File: config.mk
export PLATFORM = sky130hd
export DESIGN_NAME = mem_requester_flat
export DESIGN_NICKNAME = d
export VERILOG_FILES = /design/src/rtl/mem_pkg.sv /design/src/rtl/mem_requester_if.sv /design/src/rtl/mem_requester.sv /design/src/flat_wrapper.sv
export SDC_FILE = /design/constraint.sdc
export NUM_CORES = 1
export LEC_CHECK = 0
export BUFFER_PORTS_ARGS = -buffer_cell sky130_fd_sc_hd__buf_2
export CAP_MARGIN = 20
export CORE_ASPECT_RATIO = 1.1
export CORE_MARGIN = 8
export CORE_UTILIZATION = 52
export DETAILED_ROUTE_END_ITERATION = 7
export PLACE_DENSITY_LB_ADDON = 0.1
export SETUP_SLACK_MARGIN = 0.15
export SYNTH_ARGS = -nofsm -noshare
export SYNTH_HDL_FRONTEND = slang
export SYNTH_SLANG_ARGS = --single-unit
export TNS_END_PERCENT = 20
File: constraint.sdc
create_clock -name clk -period 2.8 [get_ports clk]
set_input_delay 0.42 -clock clk [delete_from_list [all_inputs] [get_ports clk]]
set_output_delay 0.42 -clock clk [all_outputs]
set_load 0.02 [all_outputs]
File: src/rtl/mem_pkg.sv
// Shared definitions for the memory requester: op codes, FSM states,
// default widths and a small op-legality helper.
package mem_pkg;

  localparam int DATA_W_DEF      = 16;
  localparam int ADDR_W_DEF      = 4;
  localparam int HOLD_CYCLES_DEF = 2;
  localparam int TIMEOUT_DEF     = 8;

  typedef enum logic [2:0] {
    OP_WAIT  = 3'd0,
    OP_READ  = 3'd1,
    OP_WRITE = 3'd2,
    OP_CLEAR = 3'd3
  } op_e;

  typedef enum logic [1:0] {
    IDLE  = 2'd0,
    ISSUE = 2'd1,
    WAIT  = 2'd2,
    RESP  = 2'd3
  } state_e;

  // Only read, write and clear reach the memory; everything else is an error.
  function automatic logic op_is_legal(input logic [2:0] op);
    return (op == OP_READ) || (op == OP_WRITE) || (op == OP_CLEAR);
  endfunction

endpackage

File: src/rtl/mem_requester_if.sv
// User-side request/response handshake of the memory requester.
// master = user logic issuing requests, slave = the requester itself.
interface mem_requester_if
  import mem_pkg::*;
#(
  parameter int DATA_W = DATA_W_DEF,
  parameter int ADDR_W = ADDR_W_DEF
);

  logic              req_valid;
  logic              req_ready;
  logic [2:0]        req_op;
  logic [ADDR_W-1:0] req_addr;
  logic [DATA_W-1:0] req_wdata;
  logic              resp_valid;
  logic [DATA_W-1:0] resp_rdata;
  logic              resp_err;

  modport master (
    output req_valid, req_op, req_addr, req_wdata,
    input  req_ready, resp_valid, resp_rdata, resp_err
  );

  modport slave (
    input  req_valid, req_op, req_addr, req_wdata,
    output req_ready, resp_valid, resp_rdata, resp_err
  );

endinterface

File: src/rtl/mem_requester.sv
// Memory requester: accepts one request at a time from user logic, drives
// the memory operation lines for a fixed number of hold cycles, waits for
// the memory done pulse (bounded by a timeout) and returns a one-cycle
// response. Every output is a register loaded from the next-state logic.
module mem_requester
  import mem_pkg::*;
#(
  parameter int DATA_W      = DATA_W_DEF,
  parameter int ADDR_W      = ADDR_W_DEF,
  parameter int HOLD_CYCLES = HOLD_CYCLES_DEF,
  parameter int TIMEOUT     = TIMEOUT_DEF
) (
  input  logic              clk,
  input  logic              rst_n,
  mem_requester_if.slave    req_bus,
  output logic              busy,
  output logic [2:0]        mem_operation,
  output logic [ADDR_W-1:0] mem_address,
  output logic [DATA_W-1:0] mem_data_in,
  input  logic [DATA_W-1:0] mem_data_out,
  input  logic              mem_done
);

  // One counter serves both the hold phase and the wait timeout, so it must
  // reach the larger of the two terminal values.
  localparam int CNT_MAX = (HOLD_CYCLES > TIMEOUT) ? HOLD_CYCLES : TIMEOUT;
  localparam int CNT_W   = (CNT_MAX > 1) ? $clog2(CNT_MAX) : 1;

  localparam logic [CNT_W-1:0] HOLD_LAST = CNT_W'(HOLD_CYCLES - 1);
  localparam logic [CNT_W-1:0] TMO_LAST  = CNT_W'(TIMEOUT - 1);

  state_e            state_r, state_s;
  logic [CNT_W-1:0]  cnt_r, cnt_s;
  logic [2:0]        op_r, op_s;

  logic              ready_s;
  logic              busy_s;
  logic [2:0]        mem_op_s;
  logic [ADDR_W-1:0] addr_s;
  logic [DATA_W-1:0] wdata_s;
  logic [DATA_W-1:0] rdata_s;
  logic              valid_s;
  logic              err_s;
  logic              accept_s;

  assign accept_s = req_bus.req_valid & req_bus.req_ready;

  // Next-state and next-output computation for the request FSM.
  always_comb begin
    state_s  = state_r;
    cnt_s    = cnt_r;
    op_s     = op_r;
    mem_op_s = mem_operation;
    addr_s   = mem_address;
    wdata_s  = mem_data_in;
    rdata_s  = req_bus.resp_rdata;
    valid_s  = 1'b0;
    err_s    = 1'b0;

    case (state_r)
      IDLE: begin
        // A stray mem_done here (e.g. left over from an operation cut
        // short by reset) is deliberately not looked at.
        if (accept_s) begin
          op_s  = req_bus.req_op;
          cnt_s = '0;
          if (op_is_legal(req_bus.req_op)) begin
            mem_op_s = req_bus.req_op;
            addr_s   = req_bus.req_addr;
            wdata_s  = req_bus.req_wdata;
            state_s  = ISSUE;
          end else begin
            valid_s = 1'b1;
            err_s   = 1'b1;
            state_s = RESP;
          end
        end else begin
          state_s = IDLE;
        end
      end

      ISSUE: begin
        // Memory samples the op on wake-up and again on decode, so it is
        // held for the full hold window; done is ignored meanwhile.
        if (cnt_r == HOLD_LAST) begin
          mem_op_s = OP_WAIT;
          cnt_s    = '0;
          state_s  = WAIT;
        end else begin
          cnt_s = cnt_r + CNT_W'(1);
        end
      end

      WAIT: begin
        // Done takes priority over a timeout expiring in the same cycle.
        if (mem_done) begin
          if (op_r == OP_READ) begin
            rdata_s = mem_data_out;
          end else begin
            rdata_s = req_bus.resp_rdata;
          end
          valid_s = 1'b1;
          err_s   = 1'b0;
          cnt_s   = '0;
          state_s = RESP;
        end else if (cnt_r == TMO_LAST) begin
          valid_s = 1'b1;
          err_s   = 1'b1;
          cnt_s   = '0;
          state_s = RESP;
        end else begin
          cnt_s = cnt_r + CNT_W'(1);
        end
      end

      RESP: begin
        cnt_s   = '0;
        state_s = IDLE;
      end

      default: begin
        mem_op_s = OP_WAIT;
        cnt_s    = '0;
        state_s  = IDLE;
      end
    endcase

    ready_s = (state_s == IDLE);
    busy_s  = (state_s != IDLE);
  end

  // State, shared counter and all registered outputs.
  always_ff @(posedge clk or negedge rst_n) begin
    if (!rst_n) begin
      state_r            <= IDLE;
      cnt_r              <= '0;
      op_r               <= 3'd0;
      req_bus.req_ready  <= 1'b1;
      req_bus.resp_valid <= 1'b0;
      req_bus.resp_err   <= 1'b0;
      req_bus.resp_rdata <= '0;
      busy               <= 1'b0;
      mem_operation      <= 3'd0;
      mem_address        <= '0;
      mem_data_in        <= '0;
    end else begin
      state_r            <= state_s;
      cnt_r              <= cnt_s;
      op_r               <= op_s;
      req_bus.req_ready  <= ready_s;
      req_bus.resp_valid <= valid_s;
      req_bus.resp_err   <= err_s;
      req_bus.resp_rdata <= rdata_s;
      busy               <= busy_s;
      mem_operation      <= mem_op_s;
      mem_address        <= addr_s;
      mem_data_in        <= wdata_s;
    end
  end

endmodule

File: src/flat_wrapper.sv
// flat-port wrapper written by rule: the top's interface ports become plain ports
module mem_requester_flat import mem_pkg::*;
#(
  parameter int DATA_W      = DATA_W_DEF,
  parameter int ADDR_W      = ADDR_W_DEF,
  parameter int HOLD_CYCLES = HOLD_CYCLES_DEF,
  parameter int TIMEOUT     = TIMEOUT_DEF
)
  (clk, rst_n, busy, mem_operation, mem_address, mem_data_in, mem_data_out, mem_done, req_bus_req_valid, req_bus_req_op, req_bus_req_addr, req_bus_req_wdata, req_bus_req_ready, req_bus_resp_valid, req_bus_resp_rdata, req_bus_resp_err);
  mem_requester_if #(.DATA_W(DATA_W), .ADDR_W(ADDR_W)) req_bus_i ();
  input  logic clk;
  input  logic rst_n;
  output logic busy;
  output logic [2:0] mem_operation;
  output logic [ADDR_W-1:0] mem_address;
  output logic [DATA_W-1:0] mem_data_in;
  input  logic [DATA_W-1:0] mem_data_out;
  input  logic mem_done;
  input wire logic [$bits(req_bus_i.req_valid)-1:0] req_bus_req_valid;
  input wire logic [$bits(req_bus_i.req_op)-1:0] req_bus_req_op;
  input wire logic [$bits(req_bus_i.req_addr)-1:0] req_bus_req_addr;
  input wire logic [$bits(req_bus_i.req_wdata)-1:0] req_bus_req_wdata;
  output wire logic [$bits(req_bus_i.req_ready)-1:0] req_bus_req_ready;
  output wire logic [$bits(req_bus_i.resp_valid)-1:0] req_bus_resp_valid;
  output wire logic [$bits(req_bus_i.resp_rdata)-1:0] req_bus_resp_rdata;
  output wire logic [$bits(req_bus_i.resp_err)-1:0] req_bus_resp_err;
  assign req_bus_i.req_valid = req_bus_req_valid;
  assign req_bus_i.req_op = req_bus_req_op;
  assign req_bus_i.req_addr = req_bus_req_addr;
  assign req_bus_i.req_wdata = req_bus_req_wdata;
  assign req_bus_req_ready = req_bus_i.req_ready;
  assign req_bus_resp_valid = req_bus_i.resp_valid;
  assign req_bus_resp_rdata = req_bus_i.resp_rdata;
  assign req_bus_resp_err = req_bus_i.resp_err;
  mem_requester #(.DATA_W(DATA_W), .ADDR_W(ADDR_W), .HOLD_CYCLES(HOLD_CYCLES), .TIMEOUT(TIMEOUT)) u_core (.clk(clk), .rst_n(rst_n), .req_bus(req_bus_i), .busy(busy), .mem_operation(mem_operation), .mem_address(mem_address), .mem_data_in(mem_data_in), .mem_data_out(mem_data_out), .mem_done(mem_done));
endmodule
==> out/qor.txt <==
Outcome: complete, no violations
Final setup fails: 0
CTS resizes: 0
Hold Vio Cnt, Final: 0
Drt via density: 5.08
Worst hold stages: 2
# H-tree levels: 2
DRT iter0 DRCs: 54
Initial Utilization: 0.526
Post-synthesis sequential area ratio: 0.579
Crit path cell chain: inv_1 -> ha_1 -> nand2b_4 -> nor3b_2 -> buf_4 -> mux2_2
Share of cells above drive strength 1: 0.586
Post-synth EDFFs: 0
Worst Tran Pin Value: 508 ps
P_int: 1.98 mW
IO Pins: 86
1st-pass router iterations: 4
RePlAce Congestion: 0.837
Avg Inst Size Synth: 14.6 um2
Die Span X: 78.1 um
Post-Synthesis Cells: 151
Crit start category: flip-flop
Hold_ws: 344 ps
Sw Share: 0.383
Seq cells post-synth: 51
Ys async rst share: 1.00
First-pass GRT wire length: 7.81 mm
Setup TNS: 0 ps
Tmin final: 1830 ps
Buf+Inv Stages, Crit Path: 2
Part of the cycle the worst path needs: 0.655
Std cell rows: 25
Sequential power share: 0.386
Worst Skew: 7.91 ps
Synth area leader: dfrtp_1
Hold_sp: mem_data_out[2]
Antenna cell count: 0
Top cell type's share of synthesized area: 0.567
Clock root cell: clkbuf_8
Post-route ant nets: 0
Clock transition at path regs: 90 ps
Die ar.: 6580 um2
Instance count on the critical path: 6
Peak supply drop: 0.551 mV
Area grow syn2layout: 27.6%
Detailed Place HPWL: 3.78 mm
Worst R2R Setup Slack: 970 ps
Leak: 1.47 nW
Drt drc: 0
Top Family by Delay on Critical Path: flip-flops
Clock Latency Late Sink: 300 ps
Slew headroom: 0.661
WS Path Type: reg2reg
Avg WL per Cell: 16.0 um
Unique masters post-synth: 33
Max Fanout on Critical Path: 20
Worst path required time: 2990 ps
Core area: 4190 um2
Synthesized Nets: 201
Reg2reg start: u_core.state_r[1]
P_sw: 1.23 mW
RR Endpoint: u_core.mem_address[0]
Clock Path Buffers: 2
Area of the mapped netlist: 2210 um2
Max Cap Viol: 0
Most area-consuming cells after synthesis: dfrtp_1, mux2_2, mux2_4
Routed via count: 1515
Reg2Reg Depth: 6
Pin count of the biggest net entering global routing: 52
CTS sink cnt: 51
Hold Crit Class: in2reg
Synth warn: 0
Vert. Die Dim: 84.3 um
Clock power share: 0.159
Fmax: 545 MHz
Vias in the first global route: 1655
TritonCTS clock tree: yes
CP endpoint kind: flip-flop
Cell with the most instances after synthesis: dfrtp_1
Post-layout util: 0.671
Power Dens Cells: 1140 nW/um2
Hold EP: u_core.req_bus.resp_rdata[2]
RSZ-0062 raised after global routing: no
Synth top cells by count: dfrtp_1, mux2_2, mux2_4
Count of input and output buffers: 85
Post-CTS setup buffer count: 0
Slowest cell delay on critical path: 410 ps
CTS Buf Count: 5
Nets: 293
Fillers: 327
Final wirelength: 4.78 mm
Antenna violations before repair: 0
Final Max Tran Viols: 0
Slowest cell on crit path: dfrtp_1
Worst path arrival time: 2020 ps
GR Overflow Total: 0
Total Routing Usage GR: 0.145
Top FF cell, synth: dfrtp_1
Comb power frac: 0.455
-- layer usage --
metal	track usage	routed length, um
met4	0.0472	46
met2	0.233	2310
met5	0	0
met3	0.0748	503
met1	0.161	1920
-- power groups by stage --
stage | combinational, mW | clock (mW) | sequential (mW)
2_1_floorplan | 0.624 | 0 | 1.61
3_3_place_gp | 1.42 | 0 | 1.23
3_5_place_dp | 1.47 | 0 | 1.26
4_1_cts | 1.48 | 0.532 | 1.24
5_1_grt | 1.59 | 0.563 | 1.28
6_report | 1.46 | 0.511 | 1.24
-- kinds of logic (layout without fill, tap and decap cells) --
family,Yosys count,count (layout),share of synthesized area
AOI/OAI and AO/OA,20,20,0.0647
adders and majority gates,7,7,0.0397
DFF,51,51,0.579
muxes,39,39,0.216
buffers and inverters,8,101,0.0255
and+or+nand+nor,26,26,0.0749
-- registers in the layout, summed over array words and instances (netlist names) --
| signal | cells |
|---|---|
| u_core.state_r | 2 |
| u_core.mem_address | 4 |
| u_core.req_bus.resp_valid | 1 |
| u_core.req_bus.resp_rdata | 16 |
| u_core.mem_data_in | 16 |
| u_core.cnt_r | 3 |
| u_core.req_bus.req_ready | 1 |
| u_core.op_r | 3 |
| u_core.req_bus.resp_err | 1 |
| u_core.mem_operation | 3 |
| u_core.busy | 1 |
-- stage by stage --
stage | instances | worst slack (ps) | power, mW | cell area [um2]
6_report | 298 | 965 | 3.22 | 2810
5_1_grt | 298 | 863 | 3.43 | 2810
4_1_cts | 296 | 977 | 3.25 | 2780
3_5_place_dp | 288 | 978 | 2.73 | 2670
3_3_place_gp | 288 | 1080 | 2.66 | 2670
2_1_floorplan | 151 | 1190 | 2.23 | 2210
-- timing repair --
action | in CTS | in global routing
setup endpoints to repair | 0 | 0
hold buffers | 0 | 1
endpoints found under the hold margin | 0 | 9
-- cell usage in the layout, fill, tap and decap left out, types with 3 or more instances in the layout --
master    count
mux2_4       10
nor2b_1       3
clkbuf_8      5
mux2_2       29
ha_1          7
o211ai_1      4
o21ai_0       4
inv_1         5
buf_2        85
dfrtp_1      50
nor2_1        3
nand2_1       8
-- worst max path at each step --
stage / slack, ps / to / startpoint
2_1_floorplan: 1190 / u_core.mem_address[0] / u_core.state_r[0]
3_3_place_gp: 1080 / u_core.mem_data_in[6] / u_core.state_r[0]
3_5_place_dp: 980 / u_core.mem_address[0] / u_core.state_r[1]
4_1_cts: 980 / u_core.mem_address[0] / u_core.state_r[1]
5_1_grt: 860 / u_core.mem_address[0] / u_core.state_r[0]
6_report: 970 / u_core.mem_address[0] / u_core.state_r[1]
-- area by class of cell --
cell class | instances | area [um2] | area share
Sequential cell | 51 | 1280 | 0.454
Multi-Input combinational cell | 92 | 872 | 0.310
Timing Repair Buffer | 88 | 463 | 0.165
Clock buffer | 5 | 68.8 | 0.0245
Tap cell | 54 | 67.6 | 0.0240
Clock inverter | 3 | 46.3 | 0.0165
Inverter | 5 | 18.8 | 0.00667
(Power assumes the default switching activity.)
